File: src/rtl/rob_retire_pkg.sv
// rob_retire_pkg: shared sizes and the reorder-buffer entry layout for the commit side.
package rob_retire_pkg;
   localparam int ROB_DEPTH = 16;
   localparam int AREG_W    = 5;
   localparam int PREG_W    = 6;
   localparam int IDX_W     = $clog2(ROB_DEPTH);
   typedef struct packed {
      logic              valid;
      logic              done;
      logic [AREG_W-1:0] rd;
      logic [PREG_W-1:0] pd;
      logic [PREG_W-1:0] old_pd;
   } rob_entry_t;
endpackage

File: src/rtl/rob_retire.sv
// rob_retire: 2-wide in-order reorder buffer that retires completed instrs and returns old pregs.
module rob_retire
   import rob_retire_pkg::*;
(
   input  logic              clk,
   input  logic              rst,
   input  logic              disp_valid_1,
   input  logic              disp_valid_2,
   input  logic [AREG_W-1:0] disp_rd_1,
   input  logic [AREG_W-1:0] disp_rd_2,
   input  logic [PREG_W-1:0] disp_pd_1,
   input  logic [PREG_W-1:0] disp_pd_2,
   input  logic [PREG_W-1:0] disp_old_pd_1,
   input  logic [PREG_W-1:0] disp_old_pd_2,
   output logic              disp_ready,
   output logic [IDX_W-1:0]  disp_idx_1,
   output logic [IDX_W-1:0]  disp_idx_2,
   input  logic              cmpl_valid_1,
   input  logic              cmpl_valid_2,
   input  logic [IDX_W-1:0]  cmpl_idx_1,
   input  logic [IDX_W-1:0]  cmpl_idx_2,
   output logic              ret_valid_1,
   output logic              ret_valid_2,
   output logic [AREG_W-1:0] ret_rd_1,
   output logic [AREG_W-1:0] ret_rd_2,
   output logic [PREG_W-1:0] ret_pd_1,
   output logic [PREG_W-1:0] ret_pd_2,
   output logic              free_valid_1,
   output logic              free_valid_2,
   output logic [PREG_W-1:0] free_p_1,
   output logic [PREG_W-1:0] free_p_2,
   output logic [IDX_W:0]    rob_count,
   output logic              rob_empty,
   output logic              rob_full
);
   localparam int CW = IDX_W + 1;
   rob_entry_t       rob [ROB_DEPTH];
   logic [IDX_W-1:0] head, tail, head_2;
   logic [CW-1:0]    count;
   logic             acc_1, acc_2, r_1, r_2, f_1, f_2;
   assign disp_ready = count <= CW'(ROB_DEPTH - 2);
   assign disp_idx_1 = tail;
   assign disp_idx_2 = tail + IDX_W'(1);
   assign head_2     = head + IDX_W'(1);
   assign acc_1      = disp_valid_1 && disp_ready;
   assign acc_2      = acc_1 && disp_valid_2;
   assign r_1        = rob[head].valid && rob[head].done;
   assign r_2        = r_1 && rob[head_2].valid && rob[head_2].done;
   assign f_1        = r_1 && rob[head].rd != '0;
   assign f_2        = r_2 && rob[head_2].rd != '0;
   assign rob_count  = count;
   assign rob_empty  = count == '0;
   assign rob_full   = count == CW'(ROB_DEPTH);
   // Dispatch slots are always free entries, so they never collide with the retiring head pair.
   always_ff @(posedge clk) begin
      if (rst) begin
         head         <= '0;
         tail         <= '0;
         count        <= '0;
         for (int i = 0; i < ROB_DEPTH; i++) rob[i] <= '0;
         ret_valid_1  <= 1'b0;
         ret_valid_2  <= 1'b0;
         ret_rd_1     <= '0;
         ret_rd_2     <= '0;
         ret_pd_1     <= '0;
         ret_pd_2     <= '0;
         free_valid_1 <= 1'b0;
         free_valid_2 <= 1'b0;
         free_p_1     <= '0;
         free_p_2     <= '0;
      end else begin
         if (acc_1) rob[disp_idx_1] <= '{valid: 1'b1, done: 1'b0, rd: disp_rd_1, pd: disp_pd_1, old_pd: disp_old_pd_1};
         if (acc_2) rob[disp_idx_2] <= '{valid: 1'b1, done: 1'b0, rd: disp_rd_2, pd: disp_pd_2, old_pd: disp_old_pd_2};
         if (cmpl_valid_1 && rob[cmpl_idx_1].valid) rob[cmpl_idx_1].done <= 1'b1;
         if (cmpl_valid_2 && rob[cmpl_idx_2].valid) rob[cmpl_idx_2].done <= 1'b1;
         if (r_1) rob[head].valid <= 1'b0;
         if (r_2) rob[head_2].valid <= 1'b0;
         ret_valid_1  <= r_1;
         ret_valid_2  <= r_2;
         ret_rd_1     <= r_1 ? rob[head].rd : '0;
         ret_rd_2     <= r_2 ? rob[head_2].rd : '0;
         ret_pd_1     <= r_1 ? rob[head].pd : '0;
         ret_pd_2     <= r_2 ? rob[head_2].pd : '0;
         free_valid_1 <= f_1;
         free_valid_2 <= f_2;
         free_p_1     <= f_1 ? rob[head].old_pd : '0;
         free_p_2     <= f_2 ? rob[head_2].old_pd : '0;
         head         <= head + IDX_W'(r_1) + IDX_W'(r_2);
         tail         <= tail + IDX_W'(acc_1) + IDX_W'(acc_2);
         count        <= count + CW'(acc_1) + CW'(acc_2) - CW'(r_1) - CW'(r_2);
      end
   end
endmodule
File: config.mk
export PLATFORM = sky130hd
export DESIGN_NAME = rob_retire
export DESIGN_NICKNAME = d
export VERILOG_FILES = /design/src/rtl/rob_retire_pkg.sv /design/src/rtl/rob_retire.sv
export SDC_FILE = /design/constraint.sdc
export NUM_CORES = 1
export LEC_CHECK = 0
export CAP_MARGIN = 20
export CORE_ASPECT_RATIO = 1.2
export CORE_MARGIN = 4
export CORE_UTILIZATION = 45
export CTS_CLUSTER_DIAMETER = 100
export DETAILED_ROUTE_END_ITERATION = 10
export GPL_TIMING_DRIVEN = 0
export HOLD_SLACK_MARGIN = 0.12
export SLEW_MARGIN = 25
export SYNTH_ARGS = -nofsm -noshare
export SYNTH_HDL_FRONTEND = slang
export SYNTH_SLANG_ARGS = --single-unit
File: constraint.sdc
create_clock -name clk -period 5.58 [get_ports clk]
set_input_delay 0.558 -clock clk [delete_from_list [all_inputs] [get_ports clk]]
set_output_delay 0.558 -clock clk [all_outputs]
set_load 0.005 [all_outputs]
==> impl_metrics.ini <==
[outcome]
status = completed

[clock_tree]
cts_sinks = 355
clkTransAtPathRegs_ns = 0.06
htreeDepth = 2
cts_root_buffer = clkbuf_16
cts_resized = 0
clk_latency_ns = 0.56
post_cts_buffers = 0
cts_buffers = 40
cts_tree = yes
cts_buffer_depth = 3
cts_hold_buf = 0

[global_routing]
grt_start_max_net_pins = 19
gr-total-overflow = 0
grt_pass1_wl_um = 103000
track_usage = 0.299
grt_pass1_vias = 14800
antenna_found_initial = 0

[critical_path]
cp-start-kind = register
cp_max_fo = 10
worst_r2r_endpoint = ret_pd_2[2]
crit_type = register to register
crit_slowest_cell = clkbuf_1
end_kind = register
path_cells = buf_2, clkinv_1, ha_1, buf_2, buf_2, buf_2, clkbuf_1, clkbuf_1, mux4_2, mux2i_1, a211oi_1
max_stage_delay_ns = 0.74
reg2reg_depth = 11
regToRegStartpoint = head[0]
required_ns = 6.00
reg2reg_slack_ns = 0.76
crit_arrival_ns = 5.24
crit_path_frequent_cell = buf_2

[timing]
fmax_ghz = 0.207
setup_viol = 0
clock_skew_ns = 0.0272
finalHoldViolCount = 0
tightest_slew_ns = 1.18
hold_ws_ns = 0.471
slew_headroom = 0.215
tns_ns = 0
min_period_ns = 4.82
finalCritPeriodShare = 0.864
rsz0062_at_grt = false
slew_viol_final = 0

[synth]
syn_area_mm2 = 0.0198
synth_area_leader_cell = edfxtp_1
synth-seq-cells = 355
yosys_warnings = 0
yosysTopAreaCellShare = 0.412
ys_seq_area_frac = 0.496
synth_area_leaders = edfxtp_1 (41%), mux4_2 (20%), a22o_1 (12%), dfxtp_1 (8.4%), clkbuf_1 (1.9%)
synth_nets = 1507
syn_inst = 1433
synth_top_flop_cell = edfxtp_1
synth_cell_types = 60
async_flop_share = 0
avgSynthCellArea_um2 = 13.8
synth-edff-count = 272

[layout]
fillCellCount = 3706
multi_input_area_mm2 = 0.00928
nets = 1616
diodes = 0
fin_util = 0.523
regArea_mm2 = 0.00983
areaGrowthSynthToFinish_pct = 14.0
drive_gt1_frac = 0.200

[drt]
dr.first_iter.drc_count = 1736
drtPass1Iterations = 6
totalWireLength_um = 72000
ant_nets = 0
avgRoutedWirePerCell_um = 33.9
route.vias.total = 14800
viasPerCell = 6.98
drc = 0

[min_path]
worstHoldPathType = register to register
worstHoldPathCells = 2
min_from = rob[15][17]
whs_endpoint = rob[15][17]

[floorplan]
core.rowCount = 83
core-area_mm2 = 0.0432
die_height_um = 238
dieArea_mm2 = 0.0475
start_util = 0.459
dieWidth_um = 200
ioPinCount = 102

[pwr]
power.total_uw = 6750
leakage_uw = 0.00752
peakVddDrop_v = 0.000309
p_per_area_mw_per_mm2 = 299

[placed_design]
io_buffers = 64
place.gp.congestion = 0.939
hpwl_um = 48000

[run]
drv_cap = 0
power breakdown:
part / switching (uW) / total [uW] / leakage [uW] / internal [uW]
Sequential: 128 / 3180 / 0.00349 / 3050
Combinational: 557 / 948 / 0.00342 / 391
Clock: 1120 / 2620 / 0.000615 / 1510
Total: 1800 / 6750 / 0.00752 / 4950
cell usage in the layout (no fill, tap or decap), drive strengths merged, types with 7 or more instances in the layout:
cell,netlist,layout
o21ai,25,25
clkdlybuf4s50,0,64
clkbuf,101,165
a211oi,14,14
nor3,18,18
and2,24,24
a22o,276,276
nand3b,8,8
mux2i,16,16
a21oi,31,31
xnor2,7,7
dfxtp,83,83
mux4,172,172
edfxtp,272,272
nand3,11,11
inv,41,43
nor2,48,48
a221o,7,7
clkinv,2,10
nand2b,17,17
buf,69,71
and3,7,7
nor2b,30,30
nand2,44,44
ha,22,22
o221ai,13,13
state kept, by name (all words and copies together) (netlist names), 4 cells and up:
signal,flops
rob,304
free_p_1,6
free_p_2,6
ret_pd_1,6
ret_pd_2,6
ret_rd_1,5
ret_rd_2,5
rob_count,5
disp_idx_1,4
head,4
metrics by stage:
stage,setup slack (ns),instance area [um2],instances
after floorplan,1.79,19800,1433
after global placement,0.753,21200,2049
after detailed placement,0.934,21300,2052
after CTS,0.933,22600,2126
after global routing,0.654,22600,2126
final,0.758,22600,2126
logic make-up after synthesis:
group | count (synthesis) | share of synthesized area
AOI/OAI and AO/OA | 400 | 0.166
DFF | 355 | 0.496
and+or+nand+nor | 236 | 0.0674
buffers and inverters | 213 | 0.0422
muxes | 192 | 0.206
adders and majority gates | 26 | 0.0179
xor gates and xnor gates | 11 | 0.00524
synth_stat cells, types with 30 or more instances:
cell type / number
dfxtp_1: 83
buf_1: 43
a22o_1: 276
edfxtp_1: 272
clkbuf_1: 101
mux4_2: 172
nand2_1: 44
nor2_1: 48
nor2b_1: 30
inv_1: 40
a21oi_1: 31
worst max-delay path, delay by kind of cell, from the launching register on:
kind	cells	cell delay, ns
AOI/OAI and AO/OA	1	0.39
buffers and inverters	7	2.98
DFF	1	0.47
adders and majority gates	1	0.40
muxes	2	0.43
area by class of cell:
cell class | instances | share of cell area
inverters | 43 | 0.00715
plain buffers | 170 | 0.0300
flip-flops and latches | 355 | 0.435
clock inverters | 11 | 0.00393
well taps | 552 | 0.0306
multi-input cells | 865 | 0.411
clock buffers | 63 | 0.0523
repair buffers | 67 | 0.0302
metal layers:
layer,vias up,GRT usage,part of all wire
met5,-,0,0
met4,0,0.105,0.039
met3,162,0.0679,0.093
met2,962,0.495,0.49
met1,7657,0.389,0.38
li1,6059,-,-
how the worst max path moves through the flow:
stage	slack (ns)	endpoint	from	depth (start not counted)
2_1_floorplan	1.79	rob_count[2]	head[0]	13
3_3_place_gp	0.75	rob[15][14]	rst	6
3_5_place_dp	0.93	ret_pd_2[2]	head[0]	11
4_1_cts	0.93	ret_pd_2[5]	head[0]	11
5_1_grt	0.65	ret_pd_2[2]	head[0]	11
6_report	0.76	ret_pd_2[2]	head[0]	11
(Power assumes the default switching activity.)
